## src/rtl/result_display_ctrl.sv

```systemverilog
`default_nettype none
// +----------------------------------------------------------------------------+
// | result_display_ctrl: signed result -> BCD digits, blank/minus/error flags   |
// | Rev 1.0                                                                    |
// +----------------------------------------------------------------------------+
module result_display_ctrl #(
    parameter int DATA_W = 8,
    parameter int NDIG   = 3
) (
    input  logic                clk,
    input  logic                rst,
    input  logic                load,
    input  logic [DATA_W-1:0]   result,
    input  logic                err,
    output logic [4*NDIG-1:0]   dig_code,
    output logic [NDIG-1:0]     dig_blank,
    output logic                minus,
    output logic                err_out,
    output logic                busy,
    output logic                done
);

    localparam int SR_W  = 4*NDIG + DATA_W;
    localparam int CNT_W = $clog2(DATA_W + 1);

    generate
        if (DATA_W < 2 || NDIG < 1) begin : g_param_check
            $error("result_display_ctrl: DATA_W must be >= 2 and NDIG >= 1");
        end
    endgenerate

    typedef enum logic [1:0] {
        S_IDLE   = 2'd0,
        S_ABS    = 2'd1,
        S_CONV   = 2'd2,
        S_COMMIT = 2'd3
    } state_t;

    state_t              state_q;
    logic [DATA_W-1:0]   result_q;
    logic                err_q;
    logic                sign_q;
    logic [SR_W-1:0]     sr_q;
    logic [CNT_W-1:0]    cnt_q;

    logic [4*NDIG-1:0]   dig_code_q;
    logic [NDIG-1:0]     dig_blank_q;
    logic                minus_q;
    logic                err_out_q;
    logic                busy_q;
    logic                done_q;

    logic [DATA_W-1:0]   mag_d;
    logic [SR_W-1:0]     sr_d;
    logic [SR_W-1:0]     sr_adj;
    logic [4*NDIG-1:0]   code_d;
    logic [NDIG-1:0]     blank_d;
    logic                seen_nz;

    // Two's-complement magnitude; the most negative value maps to 2^(DATA_W-1)
    // which still fits as an unsigned DATA_W-bit number.
    assign mag_d = sign_q ? (~result_q + 1'b1) : result_q;

    // One double-dabble iteration: correct every BCD nibble, then shift.
    always_comb begin
        sr_adj = sr_q;
        for (int i = 0; i < NDIG; i++) begin
            if (sr_q[DATA_W + 4*i +: 4] >= 4'd5) begin
                sr_adj[DATA_W + 4*i +: 4] = sr_q[DATA_W + 4*i +: 4] + 4'd3;
            end
        end
        sr_d = sr_adj << 1;
    end

    assign code_d = sr_q[SR_W-1 -: 4*NDIG];

    // Blank every digit above the most significant nonzero one; digit 0 always shows.
    always_comb begin
        seen_nz = 1'b0;
        blank_d = '0;
        for (int i = NDIG-1; i >= 1; i--) begin
            if (code_d[4*i +: 4] != 4'd0) begin
                seen_nz = 1'b1;
            end
            blank_d[i] = ~seen_nz;
        end
    end

    always_ff @(posedge clk or posedge rst) begin
        if (rst) begin
            state_q     <= S_IDLE;
            result_q    <= '0;
            err_q       <= 1'b0;
            sign_q      <= 1'b0;
            sr_q        <= '0;
            cnt_q       <= '0;
            dig_code_q  <= '0;
            dig_blank_q <= {{(NDIG-1){1'b1}}, 1'b0};
            minus_q     <= 1'b0;
            err_out_q   <= 1'b0;
            busy_q      <= 1'b0;
            done_q      <= 1'b0;
        end else begin
            done_q <= 1'b0;
            case (state_q)
                S_IDLE: begin
                    if (load) begin
                        result_q <= result;
                        err_q    <= err;
                        sign_q   <= result[DATA_W-1];
                        busy_q   <= 1'b1;
                        state_q  <= S_ABS;
                    end
                end
                S_ABS: begin
                    sr_q    <= {{(4*NDIG){1'b0}}, mag_d};
                    cnt_q   <= '0;
                    state_q <= S_CONV;
                end
                S_CONV: begin
                    sr_q  <= sr_d;
                    cnt_q <= cnt_q + 1'b1;
                    if (cnt_q == CNT_W'(DATA_W - 1)) begin
                        state_q <= S_COMMIT;
                    end
                end
                S_COMMIT: begin
                    if (err_q) begin
                        dig_code_q  <= '0;
                        dig_blank_q <= '1;
                        minus_q     <= 1'b0;
                        err_out_q   <= 1'b1;
                    end else begin
                        dig_code_q  <= code_d;
                        dig_blank_q <= blank_d;
                        minus_q     <= sign_q;
                        err_out_q   <= 1'b0;
                    end
                    done_q  <= 1'b1;
                    busy_q  <= 1'b0;
                    state_q <= S_IDLE;
                end
                default: state_q <= S_IDLE;
            endcase
        end
    end

    assign dig_code  = dig_code_q;
    assign dig_blank = dig_blank_q;
    assign minus     = minus_q;
    assign err_out   = err_out_q;
    assign busy      = busy_q;
    assign done      = done_q;

endmodule
`default_nettype wire

```

## config.mk

```make
export PLATFORM = sky130hd
export DESIGN_NAME = result_display_ctrl
export DESIGN_NICKNAME = d
export VERILOG_FILES = /design/src/rtl/result_display_ctrl.sv
export SDC_FILE = /design/constraint.sdc
export NUM_CORES = 1
export LEC_CHECK = 0
export ABC_AREA = 1
export CELL_PAD_IN_SITES_DETAIL_PLACEMENT = 0
export CELL_PAD_IN_SITES_GLOBAL_PLACEMENT = 1
export CORE_MARGIN = 5
export CORE_UTILIZATION = 47
export CTS_BUF_LIST = sky130_fd_sc_hd__clkbuf_2
export DETAILED_ROUTE_END_ITERATION = 6
export GPL_ROUTABILITY_DRIVEN = 0
export PLACE_DENSITY = 0.9
export SYNTH_ARGS = -nofsm -noshare
export SYNTH_HDL_FRONTEND = slang
export SYNTH_SLANG_ARGS = --single-unit
```

## constraint.sdc

```tcl
create_clock -name clk -period 4.3 [get_ports clk]
set_input_delay 0.645 -clock clk [delete_from_list [all_inputs] [get_ports clk]]
set_output_delay 0.645 -clock clk [all_outputs]
set_load 0.05 [all_outputs]
```

# ---- Yosys cells after proc, flatten, opt, wreduce, memory -nomap -nowiden
# Cells that the tools add are included.
dict set report word_totals {
  register_bits 55
  input_bits 12
  output_inout_bits 19
  elab_cells 55
}
dict set report op_classes {
  addsub 5
  order_cmp 3
  eq_ne 6
  mux 18
  bitwise_logic 3
  reduce_logical 8
}
# operator n
set ops {}
lappend ops {{20-bit case mux with 2 select lines} 1}
lappend ops {{4-bit by 3-bit greater-or-equal comparator with 1-bit output (second input constant)} 3}
lappend ops {{12-bit two-way mux} 1}
lappend ops {{4-bit by 2-bit adder with 4-bit output (second input constant)} 2}
lappend ops {{8-bit by 1-bit adder with 8-bit output (second input constant)} 1}
lappend ops {{4-bit two-way mux} 2}
lappend ops {{8-bit two-way mux} 1}
lappend ops {{8-bit inverter} 1}
lappend ops {{2-bit case mux with 4 select lines} 1}
lappend ops {{4-bit case mux with 2 select lines} 1}
lappend ops {{4-bit nonzero test} 2}
lappend ops {{1-bit two-way mux} 6}
lappend ops {{3-bit two-way mux} 2}
lappend ops {{2-bit AND reduction} 3}
lappend ops {{4-bit by 1-bit adder with 4-bit output (second input constant)} 1}
lappend ops {{2-bit equality test (second input constant)} 2}
lappend ops {{4-bit by 3-bit equality test with 1-bit output (second input constant)} 1}
lappend ops {{2-bit two-way mux} 2}
lappend ops {{2-bit inequality test (second input constant)} 2}
lappend ops {{2-bit nonzero test} 2}
lappend ops {{3-bit by 2-bit adder with 3-bit output (second input constant)} 1}
lappend ops {{2-bit by 1-bit equality test with 1-bit output (second input constant)} 1}
lappend ops {{2-bit zero test} 1}
lappend ops {{1-bit inverter} 2}
lappend ops {{1-bit case mux with 2 select lines} 1}

# ---- Longest topological paths before layout
dict set report depth {
  depth_word 5
  mapped_depth 10
  depth_no_buf 10
}

# ---- Worst setup path before layout
# No wires, ideal clock.
dict set report synth_path {
  path_type {register to output}
  startpoint {reg dig_blank_q[0] (netlist: dig_blank[0])}
  endpoint {out dig_blank[0]}
  arrival_ns 0.904
  t_required_ns 3.655
  slack_ns 2.751
  path_stages_with_launch 2
  path_buffers 1
  path_cell_list {dfrtp_1 buf_4}
}
# element line
set synth_rtl {}
lappend synth_rtl {{start: declaration} 47} ;# logic [NDIG-1:0] dig_blank_q;
lappend synth_rtl {{start signal: assignment} 98} ;# dig_blank_q <= {{(NDIG-1){1'b1}}, 1'b0};
lappend synth_rtl {{start signal: assignment} 135} ;# dig_blank_q <= blank_d;
lappend synth_rtl {{end: declaration} 16} ;# output logic [NDIG-1:0] dig_blank,
# No word-level cell between the ends.

# ---- Final worst setup path
dict set report layout_path {
  startpoint {reg dig_blank_q[1] (netlist: dig_blank[1])}
  endpoint {out dig_blank[1]}
}
# No word-level cell between the ends.

==> metrics.md <==
| Metric | Value |
|---|---|
| Commonest non-fill, non-tap cells in the layout | nand2_1 (82), dfrtp_1 (51), inv_1 (40) |
| Die Ht | between 80 and 90 um |
| # DRC | 0 |
| RSZ-0062 raised after global routing | no |
| GRT Util Overall | 15.19% |
| Multiplexer share of the synthesized area | 0% |
| Post-Synth XOR/XNOR Area | 0.3340% |
| Area grow syn2layout | 14.74% |
| Post-DRT Antenna Nets | 0 |
| Hold Path End | dig_code[3] |
| Post-Syn Instances | 304 |
| Post-Layout Cell Count | 405 |
| Final Hold Fails | 0 |
| Share of layout cells above drive strength 1 | ~8% |
| Library cells used by synthesis | 30 |
| Fin crit share | between 50% and 60% |
| Rows | 27 |
| Critical Path Fanout Max | 2 |
| H-tree depth | 2 |
| Worst vdd ir | 0.2722 mV |
| Max Slew Vio Count | 0 |
| Max-capacitance violation count | 0 |
| R2R Path Start | state_q[0] |
| Cts bufs inserted | 5 |
| Vias per cell | 4.909 |
| Latest clock arrival within the worst-skew pair | 0.42 ns |
| Hold WC Path Type | flop to flop |
| Synth Register Bits | 53 |
| Power Density | 582.1 nW/um2 |
| CTS Sinks | 53 |
| Post-CTS Resized | 0 |
| Area share of fa/ha/maj cells after synthesis | 5.725% |
| Synth Cell Area | 2623 um2 |
| Final Total Pwr | 0.001752 W |
| Seq/Total Area, Yosys | 50.67% |
| CP peak stage delay | 0.79 ns |
| Gr ovfl total | 0 |
| Critical path type | flop to primary output |
| Fmax | 408.1 MHz |
| CP max stage cell | clkdlybuf4s50_1 |
| Flop2flop setup slack | between 2 and 2.5 ns |
| CP Capture Type | primary output |
| Hold Path Origin | dig_code[3] |
| CTS Hold Bufs | 0 |
| Fillcell total | 523 |
| Yosys top cell area share | 48.66% |
| Layout net count | 356 |
| Slew margin rel. | 28.26% |
| Ports | 31 |
| Drt pass-1 iters | 4 |
| Worst r2r dst | cnt_q[1] |
| Post-synth top area cell | dfrtp_1 |
| Required @ worst endpoint | 3.65 ns |
| Worst slew pin tran | 1.075 ns |
| Initial antenna violation count | 0 |
| Die Wd | 84.70 um |
| Synth Area in Simple Gates | 20.56% |
| Wire per inst | 12.28 um |
| Die area | just over 7000 um2 |
| Synth area leaders | dfrtp_1 (49%), nand2_1 (12%), inv_1 (5.9%) |
| Vias after detailed routing | between 1,500 and 2,000 |
| First-pass GRT wire length | between 8000 and 9000 um |
| Total Neg Setup Slack | 0 ns |
| Largest family of logic cells by synthesized area | simple AND/OR/NAND/NOR gates |
| Core Area | 5473 um2 |
| Clock skew | 0.007841 ns |
| Starting Density | between 40% and 50% |
| Lkg Pwr | 1.440 nW |
| Iter 0 DRT Violations | 84 |
| CP startpoint | dig_blank[1] |
| R2R depth | 4 |
| Syn Nets | 328 |
| Syn Area/Cell | 8.627 um2 |
| Crit-path leading delay family | buffers and inverters |
| Status | completed |
| Placed wire-length estimate | between 3000 and 4000 um |
| Routed Wire Length | 4975 um |
| CP Cell Sequence | clkdlybuf4s50_1 |
| Antenna Cells | 0 |
| Clk pin slew, worst setup/hold paths | 0.26 ns |
| WP buf/inv | 1 |
| Input/output buffers | 30 |
| Commonest non-fill, non-tap cell in the layout | nand2_1 |
| Vias in the first global route | a little over 2,000 |
| Compound-Gate Fraction of Synth Area | 13.74% |
| Startpoint Class | flop |
| Largest net degree at the start of global routing | 54 |
| # setup viols final | 0 |
| CP arrival | 1.81 ns |
| Dpl cells | 397 |
| Setup bufs post-CTS | 0 |
| WHS Path Cells | 2 |
| Yosys warns | 0 |
| Root Driver | clkbuf_2 |
| Fin crit period | 2.450 ns |
| CTS max path bufs | 2 |
| Final core occ | 54.98% |
| CTS tree | done |
-- power breakdown --
group	switching [W]	internal [W]
combinational	0.000541	0.000251
sequential	0.0000840	0.000622
clock	0.000158	0.0000960
-- metal layers --
layer  share of wire [%]  vias to the layer above  wire, um  track usage, %
li1                    -                     1026         -               -
met5                   0                        -         0               0
met2                  47                       28      2359           25.62
met3                 3.6                        6       177           3.238
met4                 1.6                        0        80           4.604
met1                  47                      928      2357           19.55
-- cell families (layout without fill, tap and decap cells) --
logic type,Yosys count,count (layout)
xor gates and xnor gates,1,1
adders and majority gates,12,12
buffers and inverters,53,82
and+or+nand+nor,127,127
DFF,53,53
AOI/OAI and AO/OA,58,58
-- worst max-delay path by stage --
stage                         to  slack [ns]  cells after the start
finish              dig_blank[1]        1.85                      1
global route        dig_blank[1]        1.75                      1
CTS                 dig_blank[1]        1.81                      1
detailed placement   dig_code[1]        2.28                      2
global placement     dig_code[1]        2.31                      2
floorplan                   busy        2.37                      1
-- metrics by stage --
| stage | worst slack [ns] | instance area (um2) | hold slack (ns) |
|---|---|---|---|
| 6_report | 1.850 | 3009 | 0.5176 |
| 5_1_grt | 1.747 | 3009 | 0.5401 |
| 4_1_cts | 1.810 | 3009 | 0.5219 |
| 3_5_place_dp | 2.284 | 2943 | 0.4657 |
| 3_3_place_gp | 2.308 | 2943 | 0.4645 |
| 2_1_floorplan | 2.372 | 2623 | 0.4491 |
-- cell usage after synthesis, drive strengths merged --
cell type	number
nand2	84
dfrtp	51
inv	44
o21ai	35
nand3	20
nor2	17
ha	12
buf	8
a21oi	7
o22ai	7
o211ai	3
o21bai	3
dfstp	2
nand4	2
nor3	2
a22o	1
a31oi	1
clkbuf	1
nand3b	1
nor3b	1
o22a	1
xor2	1
-- flip-flops by register name, summed over array words and instances (netlist names) --
signal     flops
done           1
dig_blank      3
busy           1
sr_q          20
state_q        2
result_q       8
err_q          1
dig_code      12
minus          1
cnt_q          4
-- area by class of cell --
cell class	count	area, um2	area share (%)
Tap cell	72	90.09	2.994
Sequential cell	53	1329	44.16
Clock inverter	3	41.29	1.372
Inverter	44	165.2	5.489
Timing Repair Buffer	30	300.3	9.979
Clock buffer	5	25.02	0.8316
Multi-Input combinational cell	198	1059	35.18
(Power assumes the default switching activity.)
